**src/rtl/p_cacheline_adaptor.sv**
```systemverilog
// Cache-line to burst adaptor: turns one held pmem line read/write into a
// BEATS-long burst on the narrow memory bus and pulses pmem_resp once.
module p_cacheline_adaptor #(
    parameter int LINE_WIDTH  = 256,
    parameter int BURST_WIDTH = 64
) (
    input  logic                   clk,
    input  logic                   rst,
    input  logic                   pmem_read,
    input  logic                   pmem_write,
    input  logic [31:0]            pmem_address,
    input  logic [LINE_WIDTH-1:0]  pmem_wdata,
    output logic [LINE_WIDTH-1:0]  pmem_rdata,
    output logic                   pmem_resp,
    output logic [31:0]            address_o,
    output logic                   read_o,
    output logic                   write_o,
    output logic [BURST_WIDTH-1:0] burst_o,
    input  logic [BURST_WIDTH-1:0] burst_i,
    input  logic                   resp_i
);
    localparam int BEATS    = LINE_WIDTH / BURST_WIDTH;
    localparam int CNT_W    = (BEATS > 1) ? $clog2(BEATS) : 1;
    localparam int OFFSET_W = $clog2(LINE_WIDTH / 8);
    localparam logic [CNT_W-1:0] LAST = CNT_W'(BEATS - 1);

    typedef enum logic [1:0] {IDLE, READ, WRITE, DONE} state_t;

    state_t                 state_reg, state_next;
    logic [CNT_W-1:0]       cnt_reg, cnt_next;
    logic [31:0]            addr_reg, addr_next;
    logic                   load_line;
    logic                   store_beat;
    logic [BURST_WIDTH-1:0] beat_view [BEATS];
    logic [OFFSET_W-1:0]    unused_offset;

    assign unused_offset = pmem_address[OFFSET_W-1:0];

    always_ff @(posedge clk or negedge rst) begin
        if (!rst) begin
            state_reg <= IDLE;
            cnt_reg   <= '0;
            addr_reg  <= '0;
        end else begin
            state_reg <= state_next;
            cnt_reg   <= cnt_next;
            addr_reg  <= addr_next;
        end
    end

    always_comb begin
        state_next = state_reg;
        cnt_next   = cnt_reg;
        addr_next  = addr_reg;
        load_line  = 1'b0;
        store_beat = 1'b0;
        read_o     = 1'b0;
        write_o    = 1'b0;
        pmem_resp  = 1'b0;
        case (state_reg)
            IDLE: begin
                // Write wins when the requester raises both strobes.
                if (pmem_write) begin
                    state_next = WRITE;
                    cnt_next   = '0;
                    addr_next  = {pmem_address[31:OFFSET_W], {OFFSET_W{1'b0}}};
                    load_line  = 1'b1;
                end else if (pmem_read) begin
                    state_next = READ;
                    cnt_next   = '0;
                    addr_next  = {pmem_address[31:OFFSET_W], {OFFSET_W{1'b0}}};
                end
            end
            READ: begin
                read_o = 1'b1;
                if (resp_i) begin
                    store_beat = 1'b1;
                    if (cnt_reg == LAST) begin
                        cnt_next   = '0;
                        state_next = DONE;
                    end else begin
                        cnt_next = cnt_reg + CNT_W'(1);
                    end
                end
            end
            WRITE: begin
                write_o = 1'b1;
                if (resp_i) begin
                    if (cnt_reg == LAST) begin
                        cnt_next   = '0;
                        state_next = DONE;
                    end else begin
                        cnt_next = cnt_reg + CNT_W'(1);
                    end
                end
            end
            DONE: begin
                pmem_resp  = 1'b1;
                state_next = IDLE;
            end
            default: state_next = IDLE;
        endcase
    end

    // One register per beat slice; each loads from the write line or from
    // the memory bus when the counter points at it.
    generate
        for (genvar gi = 0; gi < BEATS; gi++) begin : g_slice
            logic [BURST_WIDTH-1:0] beat_reg;

            always_ff @(posedge clk or negedge rst) begin
                if (!rst) begin
                    beat_reg <= '0;
                end else if (load_line) begin
                    beat_reg <= pmem_wdata[gi*BURST_WIDTH +: BURST_WIDTH];
                end else if (store_beat && (cnt_reg == CNT_W'(gi))) begin
                    beat_reg <= burst_i;
                end
            end

            assign beat_view[gi] = beat_reg;
            assign pmem_rdata[gi*BURST_WIDTH +: BURST_WIDTH] = beat_reg;
        end
    endgenerate

    assign address_o = addr_reg;
    assign burst_o   = (state_reg == WRITE) ? beat_view[cnt_reg] : '0;

endmodule

```
**config.mk**
```make
export PLATFORM = sky130hd
export DESIGN_NAME = p_cacheline_adaptor
export DESIGN_NICKNAME = d
export VERILOG_FILES = /design/src/rtl/p_cacheline_adaptor.sv
export SDC_FILE = /design/constraint.sdc
export NUM_CORES = 1
export LEC_CHECK = 0
export CAP_MARGIN = 5
export CORE_AREA = 2 2 276 278
export DETAILED_ROUTE_END_ITERATION = 6
export DIE_AREA = 0 0 278 280
export SETUP_SLACK_MARGIN = 0.2
export SYNTH_ARGS = -nofsm -noshare
export SYNTH_HDL_FRONTEND = slang
export SYNTH_SLANG_ARGS = --single-unit
export TNS_END_PERCENT = 1
```
**constraint.sdc**
```tcl
create_clock -name clk -period 1.8 [get_ports clk]
set_input_delay 0.45 -clock clk [delete_from_list [all_inputs] [get_ports clk]]
set_output_delay 0.45 -clock clk [all_outputs]
set_load 0.005 [all_outputs]
```
# Yosys cells after proc, flatten, opt, wreduce, memory -nomap -nowiden
# Cells that the tools add are included.
word_totals:
  register_bits: 292
  input_bits: 357
  output_inout_bits: 355
  word_cells: 66
op_classes:
  n_addsub: 1
  magnitude_cmp: 1
  eq_ne: 9
  muxes: 31
  bitwise: 1
  n_reduce_logical: 16
ops:
  columns: ["cell", "n"]
  rows:
  - ["64-bit two-way mux", 11]
  - ["64-bit binary-select mux with 2-bit select", 1]
  - ["32-bit two-way mux", 2]
  - ["2-bit two-way mux", 8]
  - ["2-bit nonzero test", 6]
  - ["2-bit == test (second input constant)", 4]
  - ["1-bit two-way mux", 7]
  - ["2-bit case mux with 3 select lines", 1]
  - ["3-bit AND reduction", 2]
  - ["2-bit by 1-bit == test with 1-bit output (second input constant)", 2]
  - ["1-bit logical AND", 4]
  - ["2-bit logical NOT", 2]
  - ["2-bit by 1-bit != test with 1-bit output (second input constant)", 2]
  - ["2-bit case mux with 2 select lines", 1]
  - ["3-bit greater-or-equal comparator (second input constant)", 1]
  - ["3-bit != test (second input constant)", 1]
  - ["2-bit inverter with 3-bit output", 1]
  - ["2-bit by 1-bit adder with 2-bit output (second input constant)", 1]
  - ["2-bit AND reduction", 1]
  - ["2-bit OR reduction", 1]

# Logic depth before layout (Yosys ltp)
# Gate-level depths: netlist (run 1).
logic_depth:
  word_depth: 5
  depth_mapped: 10
  depth_no_buf: 5

# Worst setup path before layout (run 1)
# No wires, ideal clock.
synth_timing:
  kind: "register to register"
  from: "reg cnt_reg[1]"
  to: "reg g_slice[0].beat_reg[0]"
  setup_time_ps: 136
  arrival_time_ps: 1756
  required_time_ps: 1664
  setup_slack_ps: -91
  stages_incl_launch_ff: 9
  path_buffers: 4
  synth_period_minus_slack_ps: 1891
  cell_sequence: "dfrtp_1 buf_2 buf_2 inv_1 ha_1 a32oi_1 buf_4 clkbuf_1 o21ai_0"
synth_via:
  elab_chain_len: 3
synth_lines:
  columns: ["item", "line", "source"]
  rows:
  - ["from (decl)", "30", "logic [CNT_W-1:0] cnt_reg, cnt_next;"]
  - ["from (signal assigned)", "46", "cnt_reg <= cnt_next;"]
  - ["2-bit logical NOT", "116", "end else if (store_beat && (cnt_reg == CNT_W'(gi))) begin"]
  - ["1-bit logical AND", "116", null]
  - ["2-bit nonzero test (no source line)", null, null]
  - ["to (signal assigned)", "115", "beat_reg <= pmem_wdata[gi*BURST_WIDTH +: BURST_WIDTH];"]
  - ["to (signal assigned)", "117", "beat_reg <= burst_i;"]
  - ["to (decl)", "109", "logic [BURST_WIDTH-1:0] beat_reg;"]
# Every way passes these cells.
# A chain may end at the register's enable or synchronous reset.

# Worst setup path after layout (run 1)
layout_timing:
  from: "reg cnt_reg[0]"
  to: "out burst_o[43]"
layout_via:
  elab_chain_len: 5
layout_lines:
  columns: ["item", "line", "source"]
  rows:
  - ["2-bit inverter with 3-bit output (implied by the code)", "127", "assign burst_o = (state_reg == WRITE) ? beat_view[cnt_reg] : '0;"]
  - ["64-bit binary-select mux with 2-bit select", "127", null]
  - ["64-bit two-way mux (implied by the code) (2 in series)", "127", null]
  - ["64-bit two-way mux", "127", null]
  - ["to (decl)", "18", "output logic [BURST_WIDTH-1:0] burst_o,"]
# Every way passes these cells. The select of a mux whose other input is x is not followed.

==> reports/metrics.cfg, run 1 <==
[layout]
nFillCells = 7436
layout-drive-gt1-share_pct = 35.90
layout.nets = 2839
largest_reg_flops = 256
layout_commonest_cell = buf_6
final_cells = 3475
most-common-layout-cells = 508 x buf_6, 416 x clkdlybuf4s50_1, 283 x dfrtp_1
synthToLayoutAreaGrowth_pct = 96.97
postLayoutCoreUtil_pct = 37.61

[timing]
final_max_slew_viol_count = 0
rsz0062_at_grt = yes
finalClockSkew_ns = 0.01235
worst_pin_slew_ns = 0.7125
whs_ns = 0.4919
fin_crit_sh_pct = 151.3
setup_ws_ns = -0.9237
timing.fmax_ghz = 0.3672
maxSlewHeadroom_pct = 52.07
final.min_clock_period_ns = 2.724
final-hold-violation-count = 0
setup_violations = 393

[routing]
drtIter0Drc = 706
ant_nets = 0
drcViolationCount = 0
met2_length_um = 34720
first_pass_iters = 5
wl_met1_um = 27830
via_per_inst = 4.355
route.met3.wl_um = 4793
dr_total_vias = 15130
wl_per_cell_um = 20.11
wirelength_um = 69870
routed.top_layer = met4

[flow_run]
maxCapViolCount = 0

[power]
power_density_mw_per_mm2 = 1740
fin_total_pwr_uw = 49200
power.leakage_uw = 0.01256
ir_drop_mv = 0.9633

[setup_path]
reg2reg_from = cnt_reg[0]
cp_cell_sequence = buf_6 > buf_12 > buf_16 > buf_12 > mux4_2 > and2_4 > buf_6
required_ns = 1.35
slowest_delay_ns = 0.52
crit_path_start = cnt_reg[0]
crit_type = flop to output port
critPathLaunchType = flop
arrival_ns = 2.27
crit_fanout = 5
cp_slowest_cell = dfrtp_4
critPathCaptureType = output port

[die]
core_area_mm2 = 0.07519
initial_core_util_pct = 19.09
die_h_um = 280
dieWidth_um = 278
die-area_mm2 = 0.07784
rows = 101
io_pins = 712

[placement]
dp_hpwl_um = 52940
dp.cells = 3385
place.gp.congestion = 0.8772
portBuffers = 701

[cts]
cts_made_buffers = 35
cts.sinks = 287
ctsHtreeMaxLevel = 2
cts_max_path_buffers = 3
clk_pin_slew_ns = 0.06
root_buffer = clkbuf_16
clk_latency_ns = 0.54
cts_tree = yes

[global_routing]
grt_antenna_before_repair = 0
overflow = 0
grt.total_usage_pct = 17.25
grt_max_degree = 55
grt_pass1_wl_um = 101100
grt_pass1_vias = 15660

[synthesis]
syn_inst = 1439
ys_ff_latch = 287
post_synth_num_cell_types = 27
netlist.area_leader.share_pct = 50.03
seq_area_frac_synth_pct = 50.03
synth.top_cells.by_area = dfrtp_1 50%, mux4_2 10%, a21oi_1 8.9%
yosysTopAreaCell = dfrtp_1
synth_area_mm2 = 0.01436
syn_area_per_cell_um2 = 9.977
yosysWarnings = 0

[run_status]
status = finished, violations left
violations = negative setup slack

[min_path]
min_from = address_o[13]
min_path_type = flop to flop

-- repair_timing --
action                                  CTS  global route
endpoints found under the hold margin    30             0
endpoints found under the setup margin  637           637
setup buffers                            23             1
resized for setup                       753           719
pin swaps                                42             2
hold buffers                              1             0
cloned                                    3             0
-- layer usage --
layer	track usage, %	vias to the layer above
li1	-	7175
met1	20.77	7258
met2	30.02	587
met3	4.122	114
met4	6.043	0
met5	0	-
-- layout make-up --
class | instances | area [um^2] | share of cell area (%)
tap | 978 | 1224 | 4.327
clock buffer | 57 | 1081 | 3.823
antenna | 1 | 2.502 | 0.008850
clock inverter | 4 | 47.55 | 0.1681
timing repair buffer | 1121 | 12010 | 42.49
sequential | 287 | 7192 | 25.43
inverter | 6 | 25.02 | 0.08850
multi-input combinational | 1021 | 6691 | 23.66
-- cells in the mapped netlist (all sizes together) --
| library cell | count |
|---|---|
| dfrtp | 287 |
| nand2 | 259 |
| a221oi | 1 |
| inv | 6 |
| a22oi | 1 |
| a32oi | 4 |
| ha | 10 |
| and2 | 65 |
| o21ai | 258 |
| mux2i | 5 |
| mux2 | 27 |
| nor2 | 1 |
| nand3 | 1 |
| conb | 1 |
| a21oi | 256 |
| buf | 85 |
| a21boi | 64 |
| clkbuf | 44 |
| mux4 | 64 |
-- power breakdown --
group | internal (uW) | total, uW | switching [uW] | leakage, uW
registers | 9530 | 11900 | 2380 | 0.00357
logic | 18100 | 30100 | 12000 | 0.00844
clock network | 4230 | 7140 | 2910 | 0.000550
-- critical path: cells and delay by family, from the launching register on --
family                 cells  cell delay [ns]
buffers and inverters      5             0.64
DFF                        1             0.52
muxes                      1             0.41
and+or+nand+nor            1             0.17
-- stage by stage --
stage / setup TNS (ns) / cell area [um^2] / setup slack, ns
global route: -165.75 / 28270 / -1.014
global placement: -70.73 / 25510 / -0.6403
floorplan: -3.286 / 14420 / -0.03686
CTS: -150.72 / 27410 / -0.9845
finish: -131.38 / 28280 / -0.9237
detailed placement: -73.42 / 25510 / -0.6823
-- path summary, 6_finish.rpt --
kind                                      endpoint  slack (ns)  cells after the start
max                                    burst_o[43]       -0.92                      7
max reg2reg                 g_slice[3].beat_reg[0]       -0.41                     10
max in group asynchronous               cnt_reg[0]        0.70                      3
min in group asynchronous  g_slice[1].beat_reg[45]        0.50                      2
min                                  address_o[13]        0.49                      1
min reg2reg                          address_o[13]        0.49                      1
-- kinds of logic after synthesis --
family | after synthesis | share of synthesized area, %
flops | 287 | 50.03
buf+inv | 135 | 5.203
fa+ha+maj | 10 | 0.8715
other cells | 1 | 0.02612
compound gates | 584 | 21.70
simple gates | 326 | 9.665
mux | 96 | 12.51
(Power assumes the default switching activity.)
==> inputs of run 2 (changes only) <==
--- a/config.mk
+++ b/config.mk
@@ -6,9 +6,9 @@
 export NUM_CORES = 1
 export LEC_CHECK = 0
 export CAP_MARGIN = 5
-export CORE_AREA = 2 2 276 278
+export CORE_AREA = 2 2 278 280
 export DETAILED_ROUTE_END_ITERATION = 6
-export DIE_AREA = 0 0 278 280
+export DIE_AREA = 0 0 280 282
 export SETUP_SLACK_MARGIN = 0.2
 export SYNTH_ARGS = -nofsm -noshare
 export SYNTH_HDL_FRONTEND = slang
==> constraint.sdc (replaced) <==
create_clock -name clk -period 2.9 [get_ports clk]
set_input_delay 0.725 -clock clk [delete_from_list [all_inputs] [get_ports clk]]
set_output_delay 0.725 -clock clk [all_outputs]
set_load 0.005 [all_outputs]
==> run 2 against run 1 <==
Against the previous run:
- the run still ends with negative setup slack left
- clock power down 32%
- worst setup slack better by 0.72 ns
- highest routed layer is now met5
- sequential share of layout area up 3.9 points
- hold slack worse by 0.28 ns
- core utilization down 5.2 points
- via count down 6.9%
- largest power group unchanged
- die area up 1.4%
- first-iteration DRC count down 12%
- clock skew up 0.013 ns
==> reports/metrics.cfg, run 2 (synthesis results as in run 1) <==
[setup_path]
ff2ff_path_depth = 9  ; was 10
critPathLaunchType = flop  ; unchanged
reg2reg_from = cnt_reg[0]  ; unchanged
critPathBufInv = 6  ; was 5
cp_cell_sequence = buf_6 > buf_16 > buf_12 > buf_6 > buf_6 > mux4_2 > and2_1 > buf_2  ; was buf_6 > buf_12 > buf_16 > buf_12 > mux4_2 > and2_4 > buf_6
cp_slowest_cell = dfrtp_4  ; unchanged
path_delay_family = buffers and inverters  ; unchanged
crit_fanout = 7  ; was 5
required_ns = 2.17  ; was 1.35 ns
rr_endpoint = g_slice[1].beat_reg[49]  ; was g_slice[3].beat_reg[0]
crit_type = flop to output port  ; unchanged
critPathCaptureType = output port  ; unchanged
slowest_delay_ns = 0.50  ; was 0.52 ns
timing.critical_path.mode_cell = buf_6
arrival_ns = 2.38  ; was 2.27 ns
r2r_slack_ns = 0.52  ; was -0.41 ns

[run_status]
violations = negative setup slack  ; unchanged
status = finished, violations left  ; unchanged

[timing]
worst_pin_slew_ns = 0.6938  ; was 0.7125 ns
final-hold-violation-count = 0  ; unchanged
rsz0062_at_grt = yes  ; unchanged
final_max_slew_viol_count = 0  ; unchanged
maxSlewHeadroom_pct = 53.74  ; was 52.07%
fin_crit_sh_pct = 107.2
timing.fmax_ghz = 0.3218
finalClockSkew_ns = 0.02578  ; was 0.01235 ns
setup_ws_ns = -0.2075  ; was -0.9237 ns
whs_ns = 0.2101  ; was 0.4919 ns
setup_violations = 42  ; was 393
final.min_clock_period_ns = 3.108
fin_setup_tns_ns = -3.833  ; was -131.38 ns

[routing]
wirelength_um = 67670  ; was 69870 um
drcViolationCount = 0  ; unchanged
via_per_inst = 4.455  ; was 4.355
wl_per_cell_um = 21.40  ; was 20.11 um
drtIter0Drc = 619  ; was 706
dr_total_vias = 14090  ; was 15130
ant_nets = 0  ; unchanged
first_pass_iters = 5  ; unchanged

[global_routing]
grt_max_degree = 77  ; was 55
grt_pass1_vias = 14310  ; was 15660
overflow = 0  ; unchanged
grt.total_usage_pct = 16.44  ; was 17.25%
grt_pass1_wl_um = 96510  ; was 101100 um
grt_antenna_before_repair = 6  ; was 0

[cts]
clk_pin_slew_ns = 0.05  ; was 0.06 ns
cts_max_path_buffers = 3  ; unchanged
ctsHoldBuffers = 0  ; was 1
root_buffer = clkbuf_16  ; unchanged
ctsHtreeMaxLevel = 2  ; unchanged
clk_latency_ns = 0.55  ; was 0.54 ns
cts_tree = yes  ; unchanged
cts_made_buffers = 37  ; was 35
cts.sinks = 287  ; unchanged

[die]
core_area_mm2 = 0.07570  ; was 0.07519 mm^2
initial_core_util_pct = 18.97  ; was 19.09%
rows = 101  ; unchanged
die-area_mm2 = 0.07896  ; was 0.07784 mm^2
die_h_um = 282  ; was 280 um
io_pins = 712  ; unchanged
dieWidth_um = 280  ; was 278 um

[layout]
postLayoutCoreUtil_pct = 32.37  ; was 37.61%
layout_commonest_cell = clkdlybuf4s50_1  ; was buf_6
synthToLayoutAreaGrowth_pct = 70.70  ; was 96.97%
most-common-layout-cells = 633 x clkdlybuf4s50_1, 285 x dfrtp_1, 259 x nand2_1  ; was 508 x buf_6, 416 x clkdlybuf4s50_1, 283 x dfrtp_1
final_cells = 3162  ; was 3475
layout-drive-gt1-share_pct = 16.22  ; was 35.90%
largest_reg_flops = 256  ; unchanged
nFillCells = 7819  ; was 7436
layout.nets = 2523  ; was 2839

[placement]
place.gp.congestion = 0.8549  ; was 0.8772
place_ws_ns = 0.1582  ; was -0.6823 ns
dp.cells = 3052  ; was 3385
portBuffers = 701  ; unchanged
dp_hpwl_um = 48280  ; was 52940 um

[power]
ir_drop_mv = 0.6241  ; was 0.9633 mV
power_density_mw_per_mm2 = 1069  ; was 1740 mW/mm^2
power.leakage_uw = 0.01017  ; was 0.01256 uW

[min_path]
min_path_type = input pin to async pin  ; was flop to flop

[flow_run]
maxCapViolCount = 0  ; unchanged

-- run 2: cell type report --
class	instances	area (um^2)	share of cell area, %
Timing Repair Buffer	803	8175	33.36
Inverter	6	22.52	0.09190
Sequential cell	287	7189	29.34
Clock buffer	51	1081	4.411
Tap cell	978	1224	4.993
Antenna cell	2	5.005	0.02042
Clock inverter	14	186.4	0.7607
Multi-Input combinational cell	1021	6623	27.02
-- run 2: what timing repair did --
item | CTS | global route
pin swaps | 36 | 2
gates resized for setup | 248 | 61
hold endpoints to repair | 0 | 0
setup endpoints to repair | 66 | 65
setup buffers | 38 | 1
cloned | 4 | 0
-- run 2: worst max-delay path by stage --
stage,start,endpoint,slack (ns),cells past startpoint
5_1_grt,cnt_reg[0],burst_o[0],-0.30,8
6_report,cnt_reg[0],burst_o[0],-0.21,8
4_1_cts,cnt_reg[0],burst_o[0],-0.28,8
3_3_place_gp,cnt_reg[0],burst_o[22],0.15,5
3_5_place_dp,cnt_reg[0],burst_o[19],0.16,5
2_1_floorplan,cnt_reg[0],burst_o[14],0.79,4
-- run 2: report_power, final --
part | switching, uW | internal [uW] | leakage [uW]
Sequential | 1690 | 5910 | 0.00358
Clock | 1900 | 2970 | 0.000621
Combinational | 6000 | 7730 | 0.00597
-- run 2: metrics by stage --
step | instance area (um^2) | total power, uW
after global routing | 24510 | 27860
after global placement | 22730 | 20380
after detailed placement | 22730 | 20550
final | 24510 | 26210
after floorplan | 14370 | 12820
after CTS | 24530 | 26420
-- run 2: layer usage --
| metal | vias to the layer above | share of wire, % | GRT usage [%] |
|---|---|---|---|
| met2 | 627 | 49 | 28.01 |
| met1 | 6791 | 39 | 19.60 |
| met3 | 141 | 7.7 | 4.143 |
| met5 | - | 0.059 | 0 |
| li1 | 6522 | - | - |
| met4 | 6 | 4.0 | 7.103 |
